[config.mk]
export PLATFORM = sky130hd
export DESIGN_NAME = maxpool_ctrl
export DESIGN_NICKNAME = d
export VERILOG_FILES = /design/src/rtl/maxpool_ctrl.sv
export SDC_FILE = /design/constraint.sdc
export NUM_CORES = 1
export LEC_CHECK = 0
export BUFFER_PORTS_ARGS = -buffer_cell sky130_fd_sc_hd__buf_4
export CAP_MARGIN = 0
export CORE_MARGIN = 2
export CORE_UTILIZATION = 35
export DETAILED_ROUTE_END_ITERATION = 8
export PLACE_DENSITY = 0.57
export SETUP_SLACK_MARGIN = 0.1
export SYNTH_ARGS = -nofsm -noshare
export SYNTH_HDL_FRONTEND = slang
export SYNTH_SLANG_ARGS = --single-unit
[constraint.sdc]
create_clock -name i_clk -period 4.1 [get_ports i_clk]
set_input_delay 0.615 -clock i_clk [delete_from_list [all_inputs] [get_ports i_clk]]
set_output_delay 0.615 -clock i_clk [all_outputs]
set_load 0.02 [all_outputs]
[src/rtl/maxpool_ctrl.sv]
// maxpool_ctrl
//   Sequencer for the 2x2 max-pool engine. For each channel of a layer it
//   streams the feature map from the source buffer into the engine, one pixel
//   per cycle in raster order. It then captures the engine's pooled results
//   and writes them to the destination buffer. The channel count, map size
//   and buffer addressing are fixed by parameters.
//
// Ports
//   i_clk, i_rst        clock, synchronous active-high reset
//   i_start             layer start pulse (honoured only while idle)
//   i_src_base/dst_base buffer base addresses, latched on an accepted start
//   o_busy              high whenever a layer is in progress
//   o_done              one-cycle pulse when the last channel completes
//   o_err               sticky output-count mismatch, cleared on start
//   o_rd_en/o_rd_addr   source buffer read port (data returns next cycle
//   i_rd_data           on i_rd_data)
//   o_pool_start        engine start pulse, one per channel
//   o_pool_data         pixel to the engine (zero when no read data is due)
//   i_pool_data/valid   pooled result from the engine
//   i_pool_done         engine finished the current map
//   o_wr_en/addr/data   destination buffer write port
module maxpool_ctrl #(
  parameter int DATA_WIDTH = 16,
  parameter int IMG_WIDTH  = 6,
  parameter int IMG_HEIGHT = 6,
  parameter int NUM_CH     = 4,
  parameter int ADDR_WIDTH = 12
) (
  input  logic                  i_clk,
  input  logic                  i_rst,
  input  logic                  i_start,
  input  logic [ADDR_WIDTH-1:0] i_src_base,
  input  logic [ADDR_WIDTH-1:0] i_dst_base,
  output logic                  o_busy,
  output logic                  o_done,
  output logic                  o_err,
  output logic                  o_rd_en,
  output logic [ADDR_WIDTH-1:0] o_rd_addr,
  input  logic [DATA_WIDTH-1:0] i_rd_data,
  output logic                  o_pool_start,
  output logic [DATA_WIDTH-1:0] o_pool_data,
  input  logic [DATA_WIDTH-1:0] i_pool_data,
  input  logic                  i_pool_valid,
  input  logic                  i_pool_done,
  output logic                  o_wr_en,
  output logic [ADDR_WIDTH-1:0] o_wr_addr,
  output logic [DATA_WIDTH-1:0] o_wr_data
);

  localparam int PIX  = IMG_WIDTH * IMG_HEIGHT;
  localparam int OPIX = (IMG_WIDTH / 2) * (IMG_HEIGHT / 2);
  localparam int RC_W = $clog2(PIX + 1);
  localparam int WC_W = $clog2(OPIX + 1);
  localparam int CH_W = (NUM_CH > 1) ? $clog2(NUM_CH) : 1;

  localparam logic [RC_W-1:0]       RD_LAST   = RC_W'(PIX - 1);
  localparam logic [WC_W-1:0]       WR_FULL   = WC_W'(OPIX);
  localparam logic [CH_W-1:0]       CH_LAST   = CH_W'(NUM_CH - 1);
  localparam logic [ADDR_WIDTH-1:0] RD_STRIDE = ADDR_WIDTH'(PIX);
  localparam logic [ADDR_WIDTH-1:0] WR_STRIDE = ADDR_WIDTH'(OPIX);

  typedef enum logic [2:0] {
    ST_IDLE,
    ST_START,
    ST_STREAM,
    ST_DRAIN,
    ST_NEXT
  } state_t;

  state_t                  state_reg, state_next;
  logic [CH_W-1:0]         ch_reg, ch_next;
  logic [RC_W-1:0]         rd_cnt_reg, rd_cnt_next;
  logic [WC_W-1:0]         wr_cnt_reg, wr_cnt_next;
  logic                    rd_vld_reg;
  logic [ADDR_WIDTH-1:0]   src_base_reg, src_base_next;
  logic [ADDR_WIDTH-1:0]   dst_base_reg, dst_base_next;
  // Per-channel address offsets (ch*PIX and ch*OPIX), kept as running sums
  // so no multiplier is needed in the address path.
  logic [ADDR_WIDTH-1:0]   rd_off_reg, rd_off_next;
  logic [ADDR_WIDTH-1:0]   wr_off_reg, wr_off_next;
  logic                    err_reg, err_next;
  logic                    wr_en_reg, wr_en_next;
  logic [ADDR_WIDTH-1:0]   wr_addr_reg, wr_addr_next;
  logic [DATA_WIDTH-1:0]   wr_data_reg, wr_data_next;

  always_ff @(posedge i_clk) begin
    if (i_rst) begin
      state_reg    <= ST_IDLE;
      ch_reg       <= '0;
      rd_cnt_reg   <= '0;
      wr_cnt_reg   <= '0;
      rd_vld_reg   <= 1'b0;
      src_base_reg <= '0;
      dst_base_reg <= '0;
      rd_off_reg   <= '0;
      wr_off_reg   <= '0;
      err_reg      <= 1'b0;
      wr_en_reg    <= 1'b0;
      wr_addr_reg  <= '0;
      wr_data_reg  <= '0;
    end else begin
      state_reg    <= state_next;
      ch_reg       <= ch_next;
      rd_cnt_reg   <= rd_cnt_next;
      wr_cnt_reg   <= wr_cnt_next;
      rd_vld_reg   <= o_rd_en;
      src_base_reg <= src_base_next;
      dst_base_reg <= dst_base_next;
      rd_off_reg   <= rd_off_next;
      wr_off_reg   <= wr_off_next;
      err_reg      <= err_next;
      wr_en_reg    <= wr_en_next;
      wr_addr_reg  <= wr_addr_next;
      wr_data_reg  <= wr_data_next;
    end
  end

  always_comb begin
    state_next    = state_reg;
    ch_next       = ch_reg;
    rd_cnt_next   = rd_cnt_reg;
    wr_cnt_next   = wr_cnt_reg;
    src_base_next = src_base_reg;
    dst_base_next = dst_base_reg;
    rd_off_next   = rd_off_reg;
    wr_off_next   = wr_off_reg;
    err_next      = err_reg;
    wr_en_next    = 1'b0;
    wr_addr_next  = wr_addr_reg;
    wr_data_next  = wr_data_reg;
    o_rd_en       = 1'b0;
    o_pool_start  = 1'b0;
    o_done        = 1'b0;

    // Result capture runs in every active state. The write slot and its
    // address are claimed here, in the valid cycle, so a valid arriving
    // together with i_pool_done is already counted when NEXT checks wr_cnt.
    // The write itself lands one cycle later, whatever the state is then.
    if ((state_reg != ST_IDLE) && i_pool_valid) begin
      if (wr_cnt_reg != WR_FULL) begin
        wr_en_next   = 1'b1;
        wr_data_next = i_pool_data;
        wr_addr_next = dst_base_reg + wr_off_reg + ADDR_WIDTH'(wr_cnt_reg);
        wr_cnt_next  = wr_cnt_reg + WC_W'(1);
      end else begin
        // More results than the map can produce: drop and flag.
        err_next = 1'b1;
      end
    end

    case (state_reg)
      ST_IDLE: begin
        if (i_start) begin
          src_base_next = i_src_base;
          dst_base_next = i_dst_base;
          ch_next       = '0;
          rd_cnt_next   = '0;
          wr_cnt_next   = '0;
          rd_off_next   = '0;
          wr_off_next   = '0;
          err_next      = 1'b0;
          state_next    = ST_START;
        end
      end
      ST_START: begin
        o_pool_start = 1'b1;
        o_rd_en      = 1'b1;
        rd_cnt_next  = RC_W'(1);
        state_next   = ST_STREAM;
      end
      ST_STREAM: begin
        o_rd_en     = 1'b1;
        rd_cnt_next = rd_cnt_reg + RC_W'(1);
        if (rd_cnt_reg == RD_LAST) begin
          state_next = ST_DRAIN;
        end
      end
      ST_DRAIN: begin
        if (i_pool_done) begin
          state_next = ST_NEXT;
        end
      end
      ST_NEXT: begin
        if (wr_cnt_reg != WR_FULL) begin
          err_next = 1'b1;
        end
        wr_cnt_next = '0;
        rd_cnt_next = '0;
        if (ch_reg == CH_LAST) begin
          o_done     = 1'b1;
          state_next = ST_IDLE;
        end else begin
          ch_next     = ch_reg + CH_W'(1);
          rd_off_next = rd_off_reg + RD_STRIDE;
          wr_off_next = wr_off_reg + WR_STRIDE;
          state_next  = ST_START;
        end
      end
      default: begin
        state_next = ST_IDLE;
      end
    endcase
  end

  assign o_busy      = (state_reg != ST_IDLE);
  assign o_err       = err_reg;
  assign o_rd_addr   = src_base_reg + rd_off_reg + ADDR_WIDTH'(rd_cnt_reg);
  // Only forward memory data in the cycle after a read was issued; the
  // engine sees zeros otherwise.
  assign o_pool_data = rd_vld_reg ? i_rd_data : '0;
  assign o_wr_en     = wr_en_reg;
  assign o_wr_addr   = wr_addr_reg;
  assign o_wr_data   = wr_data_reg;

endmodule

==> flow_summary.json <==
{
  "critPathMaxStageDelay_ps": 500,
  "cp_top_family": "compound AO/OA/AOI/OAI gates",
  "wl_mm": 12.0,
  "vias": 4286,
  "synth_xor_area_share_pct": 6.77,
  "antenna_cells": 0,
  "drt-pass1-iter-count": 4,
  "die_area_sq_um": 15000,
  "swShare_pct": 34.0,
  "antenna_found_initial": 0,
  "hold_slack_ps": 455,
  "insertion_delay_ps": 340,
  "max_freq_mhz": 268,
  "gp_congestion": 0.828,
  "synth_compound_area_share_pct": 15.8,
  "synth_most_common_cell": "nand2_1",
  "synth_top_cells_by_area": "dfxtp_1 37%, ha_1 10%, nand2_1 7.9%",
  "synth_mux_area_share_pct": 0.204,
  "start_util_pct": 35.6,
  "grt_first_pass_wirelength_mm": 20.3,
  "pin_count": 123,
  "synth-seq-cells": 92,
  "critPathKind": "reg2out",
  "synthArstFlopShare_pct": 0,
  "seq_area_sq_um": 1840,
  "clock-sinks": 92,
  "crit_chain": "fa_1, fa_1, a211oi_1, o21ai_0, a31oi_1, o21bai_1, a21oi_1, xnor2_1, buf_4",
  "synth_flop_cell": "dfxtp_1",
  "vias_per_cell": 4.89,
  "post-route-period-util_pct": 90.9,
  "maxCapViolCount": 0,
  "tightest_slew_ps": 1120,
  "multi_input_area_sq_um": 2910,
  "mappedNetlistNets": 692,
  "die_h_um": 123,
  "synth_warnings": 0,
  "seqPwrFrac_pct": 40.3,
  "critPathMaxFanout": 6,
  "syn_inst": 581,
  "synth_largest_area_cell": "dfxtp_1",
  "finalSetupViolCount": 0,
  "cts_setup_buffers": 0,
  "synth_common_cells": "104 x nand2_1, 92 x dfxtp_1, 75 x a21oi_1",
  "routedWlPerCell_um": 13.7,
  "p_comb_share_pct": 30.9,
  "drive_gt1_share_pct": 21.8,
  "grt_max_degree": 67,
  "internal_power_uw": 1780,
  "synth_area_sq_um": 4920,
  "nNetsFinal": 803,
  "synth_enable_flop_cells": 0,
  "cts_buffers": 9,
  "h-tree-depth": 3,
  "grt_pass1_vias": 4235,
  "power.switching_uw": 913,
  "die_x_um": 123,
  "grt_use_total_pct": 16.8,
  "drt_iter0_drc": 184,
  "cts-root-buf": "clkbuf_16",
  "synth_top_family_by_area": "simple AND/OR/NAND/NOR gates",
  "dp.final_hpwl_mm": 8.68,
  "portBuffers": 122,
  "drc_errors": 0,
  "status": "finished clean",
  "slew_viol_final": 0,
  "fin_setup_tns_ps": 0,
  "worst-endpoint-arrival_ps": 3110,
  "final.fill_count": 1373,
  "hp-class": "reg2reg",
  "finalHoldViolCount": 0,
  "largest_reg_flops": 16,
  "clkSlewWorstSetupHoldPaths_ps": 60,
  "critPathLaunchType": "register",
  "final_core_util_pct": 45.1,
  "synth-simple-area-share_pct": 22.1,
  "rsz0062_at_grt": "false",
  "worst_setup_path_end_kind": "primary output",
  "required_ps": 3480,
  "timing.final.ws_setup_ps": 372,
  "synth-adder-area-share_pct": 14.2,
  "crit_top_cell": "fa_1",
  "core_sq_um": 13800,
  "grt_overflow_total": 0,
  "dp_slack_ps": 720,
  "vdd_drop_max_mv": 0.231,
  "worstPathBufferInverterCount": 1,
  "clockBufferDepth": 2,
  "syn2layout_area_growth_pct": 26.9,
  "syn_avg_cell_area_sq_um": 8.47,
  "finalClockSkew_ps": 5.15,
  "worst_path_max_delay_cell": "fa_1",
  "period_minus_slack_ps": 3730,
  "leakagePower_uw": 0.00276,
  "cts_hold_buf": 0,
  "yosysSeqAreaShare_pct": 37.4,
  "p_per_area_nw_per_um2": 431,
  "cts_tree": "yes",
  "relSlewSlack_pct": 25.4,
  "synthDistinctLibCells": 52,
  "cts_resized": 0,
  "clkPwrFrac_pct": 28.8,
  "ant_nets": 0,
  "synth_top_area_share_pct": 37.4,
  "rows": 43
}
power groups by stage:
| stage | logic (uW) | clock network, uW | registers (uW) |
|---|---|---|---|
| floorplan | 534 | 0 | 1100 |
| global placement | 828 | 0 | 1100 |
| detailed placement | 836 | 0 | 1100 |
| CTS | 842 | 811 | 1080 |
| global route | 922 | 843 | 1100 |
| finish | 831 | 775 | 1080 |
tightest hold or removal path: stages (launching register included):
cell     delay, ps
dfxtp_1        310
nand2_1         50
a21oi_1         50
layout make-up:
type / count / share of cell area [%]
Inverter: 12 / 0.722
Clock buffer: 13 / 4.17
Clock inverter: 2 / 0.160
Multi-Input combinational cell: 451 / 46.7
Sequential cell: 92 / 29.5
Tap cell: 180 / 3.61
Timing Repair Buffer: 126 / 15.2
cells by family after synthesis:
| family | Yosys count |
|---|---|
| multiplexers | 1 |
| flip-flops | 92 |
| adder cells (fa/ha/maj) | 50 |
| XOR/XNOR | 38 |
| AND/OR/NAND/NOR | 231 |
| buffers and inverters | 38 |
| AO/OA/AOI/OAI | 131 |
metrics by stage:
step	total power [uW]	instance area [sq um]	cells
floorplan	1640	4920	581
global placement	1920	5970	861
detailed placement	1940	5970	861
CTS	2740	6240	876
global route	2860	6240	876
finish	2690	6240	876
routing by layer:
| metal | vias up | GRT usage (%) | wire length (um) |
|---|---|---|---|
| met2 | 94 | 27.3 | 5470 |
| met1 | 1976 | 22.2 | 5800 |
| met5 | - | 0 | 0 |
| li1 | 2207 | - | - |
| met4 | 0 | 3.45 | 78 |
| met3 | 9 | 4.88 | 630 |
cells in the final DEF, fill, tap and decap left out, types with 4 or more instances in the layout:
cell type / n
xor2_1: 16
clkbuf_16: 9
inv_1: 12
or3_1: 7
o21ai_0: 16
nor2_1: 55
a211oi_1: 11
ha_1: 40
xnor2_1: 22
fa_1: 10
buf_4: 126
nand2_1: 104
and3_1: 5
a31oi_1: 6
a21oi_1: 75
and2_1: 16
nand3_1: 9
dfxtp_1: 92
nand2b_1: 5
nor2b_1: 4
nor3_1: 4
a22oi_1: 4
final timing paths:
kind         cells after the start          start  slack, ps            end
min reg2reg                      2   o_wr_data[9]        450   o_wr_data[9]
max reg2reg                     12  wr_cnt_reg[0]       1290  o_wr_addr[11]
max                              9  rd_off_reg[2]        370  o_rd_addr[11]
min                              2   o_wr_data[9]        450   o_wr_data[9]
No activity file was read; power rests on OpenSTA's default activity.
